===== src/rtl/ramsdp_reader.sv =====
// Streaming read engine for a simple-dual-port RAM: issues block reads with a
// credit limit and presents the returned words as a valid/ready stream.
module ramsdp_reader #(
    parameter int DW = 16,
    parameter int AW = 10
) (
    input  logic          clk,
    input  logic          nreset,
    input  logic          start,
    input  logic [AW-1:0] base,
    input  logic [AW:0]   len,
    output logic          busy,
    output logic          done,
    output logic          mem_en,
    output logic [AW-1:0] mem_addr,
    input  logic [DW-1:0] mem_dout,
    output logic          out_valid,
    input  logic          out_ready,
    output logic [DW-1:0] out_data,
    output logic          out_last
);
    localparam logic [1:0]    ST_IDLE  = 2'd0;
    localparam logic [1:0]    ST_READ  = 2'd1;
    localparam logic [1:0]    ST_DRAIN = 2'd2;
    localparam logic [AW:0]   LEN_ONE  = {{AW{1'b0}}, 1'b1};
    localparam logic [AW-1:0] ADDR_ONE = {{(AW-1){1'b0}}, 1'b1};

    logic [1:0]         state_r, state_nx_s;
    logic [AW:0]        rem_r, rem_nx_s;
    logic               mem_en_r, mem_en_nx_s;
    logic [AW-1:0]      mem_addr_r, mem_addr_nx_s;
    logic               mem_last_r, mem_last_nx_s;
    logic               cap_r, cap_last_r;
    logic [2:0]         cnt_r, cnt_nx_s, wr_idx_s;
    logic [3:0][DW-1:0] buf_data_r, buf_data_nx_s, shift_data_s;
    logic [3:0]         buf_last_r, buf_last_nx_s, shift_last_s;
    logic               out_valid_r, busy_r, done_r, done_nx_s;
    logic               pop_s, last_hs_s, credit_s;

    // Control: state, issue decision for the next cycle, remaining-read counter.
    // The issue is decided one cycle ahead, so the credit test uses next-cycle
    // occupancy plus the read issued this cycle (next cycle's in-flight word).
    always_comb begin
        state_nx_s    = state_r;
        rem_nx_s      = rem_r;
        mem_en_nx_s   = 1'b0;
        mem_addr_nx_s = mem_addr_r;
        mem_last_nx_s = 1'b0;
        done_nx_s     = 1'b0;
        pop_s         = out_valid_r & out_ready;
        last_hs_s     = pop_s & buf_last_r[0];
        cnt_nx_s      = cnt_r + {2'b00, cap_r} - {2'b00, pop_s};
        credit_s      = (cnt_nx_s + {2'b00, mem_en_r}) < 3'd4;
        case (state_r)
            ST_IDLE: begin
                if (start) begin
                    if (len == {(AW+1){1'b0}}) begin
                        done_nx_s = 1'b1;
                    end else begin
                        state_nx_s    = ST_READ;
                        mem_en_nx_s   = 1'b1;
                        mem_addr_nx_s = base;
                        mem_last_nx_s = (len == LEN_ONE);
                        rem_nx_s      = len - LEN_ONE;
                    end
                end else begin
                    state_nx_s = ST_IDLE;
                end
            end
            ST_READ: begin
                if ((rem_r != {(AW+1){1'b0}}) && credit_s) begin
                    mem_en_nx_s   = 1'b1;
                    mem_addr_nx_s = mem_addr_r + ADDR_ONE;
                    mem_last_nx_s = (rem_r == LEN_ONE);
                    rem_nx_s      = rem_r - LEN_ONE;
                end else begin
                    rem_nx_s = rem_r;
                end
                if (rem_nx_s == {(AW+1){1'b0}}) begin
                    state_nx_s = ST_DRAIN;
                end else begin
                    state_nx_s = ST_READ;
                end
            end
            ST_DRAIN: begin
                if (last_hs_s) begin
                    state_nx_s = ST_IDLE;
                    done_nx_s  = 1'b1;
                end else begin
                    state_nx_s = ST_DRAIN;
                end
            end
            default: begin
                state_nx_s = ST_IDLE;
            end
        endcase
    end

    // Output buffer: entry 0 is the head; pop shifts down, push lands behind the survivors.
    always_comb begin
        wr_idx_s     = cnt_r - {2'b00, pop_s};
        shift_data_s = pop_s ? {{DW{1'b0}}, buf_data_r[3:1]} : buf_data_r;
        shift_last_s = pop_s ? {1'b0, buf_last_r[3:1]} : buf_last_r;
        for (int i = 0; i < 4; i++) begin
            buf_data_nx_s[i] = (cap_r && (wr_idx_s == 3'(i))) ? mem_dout   : shift_data_s[i];
            buf_last_nx_s[i] = (cap_r && (wr_idx_s == 3'(i))) ? cap_last_r : shift_last_s[i];
        end
    end

    // State and datapath registers; reset discards any in-flight read.
    always_ff @(posedge clk or negedge nreset) begin
        if (!nreset) begin
            state_r     <= ST_IDLE;
            rem_r       <= {(AW+1){1'b0}};
            mem_en_r    <= 1'b0;
            mem_addr_r  <= {AW{1'b0}};
            mem_last_r  <= 1'b0;
            cap_r       <= 1'b0;
            cap_last_r  <= 1'b0;
            cnt_r       <= 3'd0;
            buf_data_r  <= {(4*DW){1'b0}};
            buf_last_r  <= 4'd0;
            out_valid_r <= 1'b0;
            busy_r      <= 1'b0;
            done_r      <= 1'b0;
        end else begin
            state_r     <= state_nx_s;
            rem_r       <= rem_nx_s;
            mem_en_r    <= mem_en_nx_s;
            mem_addr_r  <= mem_addr_nx_s;
            mem_last_r  <= mem_last_nx_s;
            cap_r       <= mem_en_r;
            cap_last_r  <= mem_en_r & mem_last_r;
            cnt_r       <= cnt_nx_s;
            buf_data_r  <= buf_data_nx_s;
            buf_last_r  <= buf_last_nx_s;
            out_valid_r <= (cnt_nx_s != 3'd0);
            busy_r      <= (state_nx_s != ST_IDLE);
            done_r      <= done_nx_s;
        end
    end

    assign busy      = busy_r;
    assign done      = done_r;
    assign mem_en    = mem_en_r;
    assign mem_addr  = mem_addr_r;
    assign out_valid = out_valid_r;
    assign out_data  = buf_data_r[0];
    assign out_last  = out_valid_r & buf_last_r[0];

endmodule


===== config.mk =====
export PLATFORM = sky130hd
export DESIGN_NAME = ramsdp_reader
export DESIGN_NICKNAME = d
export VERILOG_FILES = /design/src/rtl/ramsdp_reader.sv
export SDC_FILE = /design/constraint.sdc
export NUM_CORES = 1
export LEC_CHECK = 0
export CORE_MARGIN = 2
export CORE_UTILIZATION = 35
export CTS_BUF_LIST = sky130_fd_sc_hd__clkbuf_2 sky130_fd_sc_hd__clkbuf_4 sky130_fd_sc_hd__clkbuf_8
export DETAILED_ROUTE_END_ITERATION = 16
export HOLD_SLACK_MARGIN = 0.06
export PLACE_DENSITY = 0.6
export SLEW_MARGIN = 5
export SYNTH_ARGS = -nofsm -noshare
export SYNTH_HDL_FRONTEND = slang
export SYNTH_SLANG_ARGS = --single-unit

===== constraint.sdc =====
create_clock -name clk -period 3.6 [get_ports clk]
set_input_delay 1.08 -clock clk [delete_from_list [all_inputs] [get_ports clk]]
set_output_delay 1.08 -clock clk [all_outputs]
set_load 0.05 [all_outputs]

==> results.yml, run 1 <==
outcome:
  run_status: "finished clean"
power:
  peakVddDrop_v: 0.000544
  power_leakage_nw: 2.90
  total_power_w: 0.00607
  power-per-cell-area_nw_per_um2: 929
sta:
  worst-slew-pin-transition_ns: 1.10
  worst_slew_margin_rel_pct: 26.9
  fin_worst_skew_ns: 0.00984
  grt_setup_unrepaired: "false"
  final-max-slew-violation-count: 0
  worst_slack_ns: 0.125
  final.min_clock_period_ns: 3.48
  hold_violations: 0
  crit_share_post_route_pct: 96.5
  timing.hold.ws_ns: 0.462
  setup_violations: 0
  max_freq_mhz: 288
synthesis:
  syn-mean-instance-area_um2: 9.25
  cell_types_occupying_the_most_area_after_synthesis: "dfrtp_1, mux2i_1, nand2_1"
  muxShareOfSynthArea_pct: 10.6
  synthXorXnorAreaFrac_pct: 2.28
  synth_top_family_by_area: "simple AND/OR/NAND/NOR gates"
  postSynthCellCount: 564
  compound_gate_fraction_of_synth_area_pct: 14.0
  post-synth-top-area-cell: "dfrtp_1"
  ys_seq_elements: 101
  yosysWarningCount: 0
  seq_area_frac_synth_pct: 48.4
  synth_top_area_share_pct: 48.4
  mappedNetlistNets: 614
  synth-main-ff-cell: "dfrtp_1"
  synth_adder_area_share_pct: 2.30
  synth_async_sr_flop_share_pct: 100
  number_of_enable_type_register_cells_in_the_synthesized_netlist: 0
  synthSimpleGateAreaFrac_pct: 17.4
  synthDistinctLibCells: 47
  netlist_area_um2: 5220
layout:
  final_cell_count_without_fillers: 825
  layout_commonest_cell: "dfrtp_1"
  layout_common_cells: "dfrtp_1, nand2_1, clkdlybuf4s50_1"
  nets: 687
  syn2layout_area_growth_pct: 25.3
  num_antenna_cells: 0
  fin_area_um2: 6540
  share_of_cells_above_drive_strength_1_pct: 10.8
grt:
  grt_pass1_vias: 4278
  globalRouteOverflowTotal: 0
  grt_pass1_wl_mm: 20.8
  antenna_found_initial: 0
  grt_usage_pct: 16.0
  grt_max_degree: 87
clock_network:
  cts_hold_buf: 0
  cts_made_buffers: 9
  numClockSinks: 101
  cts_tree: "built"
  clock_tree.root_cell: "clkbuf_8"
  insertion_delay_ns: 0.37
  clock_path_buffers: 2
  clock_pin_slew_on_the_worst_setup_and_hold_paths_ns: 0.10
  cts_htree_levels: 3
die:
  rows: 44
  area_of_the_core_region_um2: 14500
  initial_core_util_pct: 35.9
  num_io_pins: 72
  die_width_um: 126
  die-area_um2: 15900
  die_y_um: 126
critical_path:
  kind_of_start_point_of_the_critical_path: "input port"
  setup.worst_path.end_class: "flop"
  critPathRequiredTime_ns: 3.82
  crit_path_max_fanout: 7
  critical_setup_path_class: "input port to flop"
  arrival_ns: 3.69
routing:
  vias_post_dr: 4325
  initialDrtViolationCount: 310
  route.detailed.vias_per_inst: 5.24
  wl_per_cell_um: 15.0
  drt_pass1_iterations: 5
  finalWirelength_mm: 12.4
  antenna_violating_nets_remaining: 0
  drt_drc_violations_left: 0
place:
  placed_cells: 804
  last_weighted_congestion_value_of_the_routability_driven_placer: 0.889
  quantity_of_i_o_buffers_inserted_on_ports: 71
  dp.final_hpwl_mm: 8.34
  place_area_um2: 6240
  preCtsSetupSlack_ns: -0.747
job:
  max-cap-violations: 0
worst_hold_path:
  worstHoldPathType: "flop to flop"
## stage by stage
step	utilization, %	setup TNS, ns
final	45.0	0
after global routing	45.0	0
after floorplan	-	-0.226
after CTS	44.8	0
after detailed placement	43.0	-10.35
after global placement	43.0	-8.99
## state kept, by name (all words and copies together) (netlist names)
signal      cells
cap_r           1
out_data       16
buf_data_r     48
mem_en          1
cnt_r           3
out_valid       1
rem_r          11
mem_last_r      1
busy            1
mem_addr       10
cap_last_r      1
done            1
buf_last_r      4
state_r         2
## synth_stat cells (2+ instances only)
| cell type | n |
|---|---|
| o311ai_0 | 2 |
| nor3b_1 | 4 |
| inv_1 | 9 |
| buf_1 | 3 |
| mux2i_1 | 54 |
| nand2_1 | 76 |
| a31oi_1 | 5 |
| a221oi_1 | 3 |
| buf_2 | 2 |
| nand2b_1 | 2 |
| nor3_1 | 9 |
| ha_1 | 8 |
| nor4_1 | 5 |
| nor2_1 | 70 |
| nand4_1 | 9 |
| o21ai_0 | 53 |
| a32oi_1 | 2 |
| clkbuf_1 | 24 |
| buf_4 | 16 |
| o22ai_1 | 3 |
| nand3b_1 | 2 |
| a21oi_1 | 53 |
| nand3_1 | 13 |
| xnor2_1 | 4 |
| xor2_1 | 5 |
| nor2b_1 | 3 |
| and2_1 | 3 |
| dfrtp_1 | 101 |
| or3_1 | 2 |
| o211ai_1 | 2 |
## critical path: stages
cell,delay [ns]
clkbuf_2,0.09
and2_4,0.15
xnor2_4,0.16
inv_2,0.07
ha_4,0.16
fa_2,0.55
nand3_2,0.09
xor2_2,0.16
buf_4,0.16
nand3b_1,0.10
mux2i_1,0.25
or4b_4,0.49
a2bb2oi_2,0.17
## layout make-up
type                            count  area, um2
Multi-Input combinational cell    409       2490
Clock buffer                       11        145
Sequential cell                   101       2530
Fill cell                        1386       8000
Timing Repair Buffer              107       1040
Inverter                            9       33.8
Clock inverter                      4       72.6
Tap cell                          184        230
## layer usage
metal,vias to the layer above,global-route usage [%],wire length (um)
li1,2092,-,-
met3,12,3.95,691
met4,0,4.78,136
met5,-,0,0
met1,2097,21.8,5610
met2,124,25.1,5970
## power by group
part | internal, W | switching [W] | total [W]
combinational | 0.00140 | 0.00188 | 0.00328
clock | 0.000414 | 0.000385 | 0.000799
sequential | 0.00161 | 0.000387 | 0.00200
total | 0.00342 | 0.00265 | 0.00607
## final timing paths
path                            start             end  slack (ns)  depth (start not counted)
max                         out_ready      state_r[0]        0.12                         13
min                        mem_last_r      cap_last_r        0.46                          1
max reg2reg                 out_valid      state_r[0]        0.44                         12
min reg2reg                mem_last_r      cap_last_r        0.46                          1
max in group asynchronous      nreset     mem_addr[4]        2.32                          2
min in group asynchronous      nreset  buf_data_r[23]        0.57                          1
## repair_timing
| item | in CTS | in global routing |
|---|---|---|
| buffers inserted | 4 | 2 |
| pin swaps | 3 | 6 |
| resized for setup | 6 | 7 |
| hold endpoints to repair | 0 | 0 |
| setup endpoints to repair | 10 | 5 |
## kinds of logic (layout without fill, tap and decap cells)
logic type | after synthesis | after routing
compound gates | 131 | 131
buf+inv | 54 | 131
fa+ha+maj | 9 | 9
simple gates | 203 | 203
flops | 101 | 101
mux | 55 | 55
xor+xnor | 11 | 11
Note: power is estimated with default switching activity, not from simulation.
==> inputs of run 2 (changes only) <==
Settings changed: CTS_CLUSTER_SIZE from default to 12, PLACE_DENSITY 0.6 to 0.54.
==> results.yml, run 2 (synthesis results as in run 1) <==
outcome:
  run_status: "finished clean"
place:
  last_weighted_congestion_value_of_the_routability_driven_placer: 0.867
  place_area_um2: 6200
  quantity_of_i_o_buffers_inserted_on_ports: 71
  dp.final_hpwl_mm: 8.02
  preCtsSetupSlack_ns: -0.718
clock_network:
  clock_path_buffers: 2
  cts_htree_levels: 3
  cts_made_buffers: 9
  cts_hold_buf: 0
  clock_tree.root_cell: "clkbuf_8"
  numClockSinks: 101
  clock_pin_slew_on_the_worst_setup_and_hold_paths_ns: 0.10
  insertion_delay_ns: 0.37
  cts_tree: "built"
power:
  power-per-cell-area_nw_per_um2: 907
  peakVddDrop_v: 0.000472
  power_leakage_nw: 2.86
  total_power_w: 0.00587
grt:
  grt_pass1_vias: 4014
  grt_max_degree: 59
  globalRouteOverflowTotal: 0
  antenna_found_initial: 0
  grt_usage_pct: 15.5
  grt_pass1_wl_mm: 20.0
layout:
  share_of_cells_above_drive_strength_1_pct: 10.5
  layout_common_cells: "dfrtp_1, nand2_1, clkdlybuf4s50_1"
  syn2layout_area_growth_pct: 23.9
  nets: 684
  fin_area_um2: 6470
  num_antenna_cells: 0
  layout_commonest_cell: "dfrtp_1"
  top_register: "buf_data_r"
  largest_reg_flops: 48
critical_path:
  arrival_ns: 3.68
  crit_path_max_fanout: 2
  setup.worst_path.end_class: "flop"
  kind_of_start_point_of_the_critical_path: "input port"
  critical_setup_path_class: "input port to flop"
  crit_slowest_cell: "fa_2"
  crit_path_cell_trace: "clkbuf_2 -> and2_4 -> xnor2_4 -> inv_2 -> ha_4 -> fa_2 -> nand3_2 -> xor2_2 -> nand4_1 -> mux2_4 -> or4b_4 -> a2bb2oi_2"
  crit_path_max_incr_delay_ns: 0.55
  critPathRequiredTime_ns: 3.83
sta:
  fin_worst_skew_ns: 0.00822
  final-max-slew-violation-count: 0
  worst_slack_ns: 0.149
  crit_share_post_route_pct: 95.9
  tns_ns: 0
  timing.hold.ws_ns: 0.464
  worst_slew_margin_rel_pct: 30.5
  max_freq_mhz: 290
  worst-slew-pin-transition_ns: 1.04
  setup_violations: 0
  hold_violations: 0
  grt_setup_unrepaired: "false"
  final.min_clock_period_ns: 3.45
die:
  die-area_um2: 15900
  initial_core_util_pct: 35.9
  die_width_um: 126
  area_of_the_core_region_um2: 14500
  rows: 44
  die_y_um: 126
  num_io_pins: 72
routing:
  route.detailed.vias_per_inst: 5.13
  wl_per_cell_um: 14.7
  vias_post_dr: 4218
  drt_pass1_iterations: 4
  finalWirelength_mm: 12.1
  initialDrtViolationCount: 295
  drt_drc_violations_left: 0
  antenna_violating_nets_remaining: 0
worst_hold_path:
  worstHoldPathType: "flop to flop"
job:
  max-cap-violations: 0
## run 2: cell types whose count changed in the layout (fill, tap and decap cells not counted)
cell,previous run,this run
nand2b_1,2,1
buf_12,5,4
clkinvlp_4,1,2
bufinv_16,2,0
clkinv_2,1,2
nand2b_4,0,1
buf_6,0,1
o311ai_0,1,2
buf_4,32,29
o311ai_1,1,0
## run 2: cell type report
| type | instances | area [um2] |
|---|---|---|
| repair buffers | 104 | 1000 |
| multi-input cells | 409 | 2500 |
| flip-flops and latches | 101 | 2530 |
| well taps | 184 | 230 |
| clock inverters | 4 | 25.0 |
| fillers | 1429 | 8070 |
| inverters | 9 | 33.8 |
| clock buffers | 11 | 145 |
## run 2: final timing paths
path | start | endpoint | slack, ns | depth (start not counted)
worst min register to register | mem_last_r | cap_last_r | 0.46 | 1
max in group asynchronous | nreset | done | 2.18 | 2
min in group asynchronous | nreset | buf_data_r[55] | 0.71 | 1
worst min-delay path | mem_last_r | cap_last_r | 0.46 | 1
worst max register to register | out_valid | state_r[0] | 0.47 | 11
worst max-delay path | out_ready | state_r[0] | 0.15 | 12
## run 2: worst max-delay path: cells and delay by family
kind | cells | cell delay, ns
simple gates | 4 | 0.90
fa+ha+maj | 2 | 0.71
xor+xnor | 2 | 0.35
mux | 1 | 0.34
buf+inv | 2 | 0.16
compound gates | 1 | 0.14
## run 2: per-layer routing
layer | up-vias | GRT usage, % | share of wire, %
met5 | - | 0 | 0
met1 | 1992 | 21.5 | 47
li1 | 2092 | - | -
met3 | 16 | 2.68 | 4.6
met2 | 118 | 24.3 | 47
met4 | 0 | 5.95 | 1.7
## run 2: power by group
group | total, W | leakage [nW] | switching, W | internal (W)
Combinational | 0.00322 | 1.48 | 0.00187 | 0.00136
Clock | 0.000660 | 0.0846 | 0.000388 | 0.000272
Sequential | 0.00198 | 1.29 | 0.000374 | 0.00161
Total | 0.00587 | 2.86 | 0.00263 | 0.00324
## run 2: repair_timing
item                       4_1_cts  5_1_grt
setup endpoints to repair        8        4
resized for setup                6        8
buffers inserted                 5        2
pin swaps                        3        6
hold endpoints to repair         0        0
## run 2: through the flow
step / cells / utilization, %
after CTS: 820 / 44.2
final: 822 / 44.5
after detailed placement: 800 / 42.7
after floorplan: 564 / -
after global placement: 800 / 42.7
after global routing: 822 / 44.5
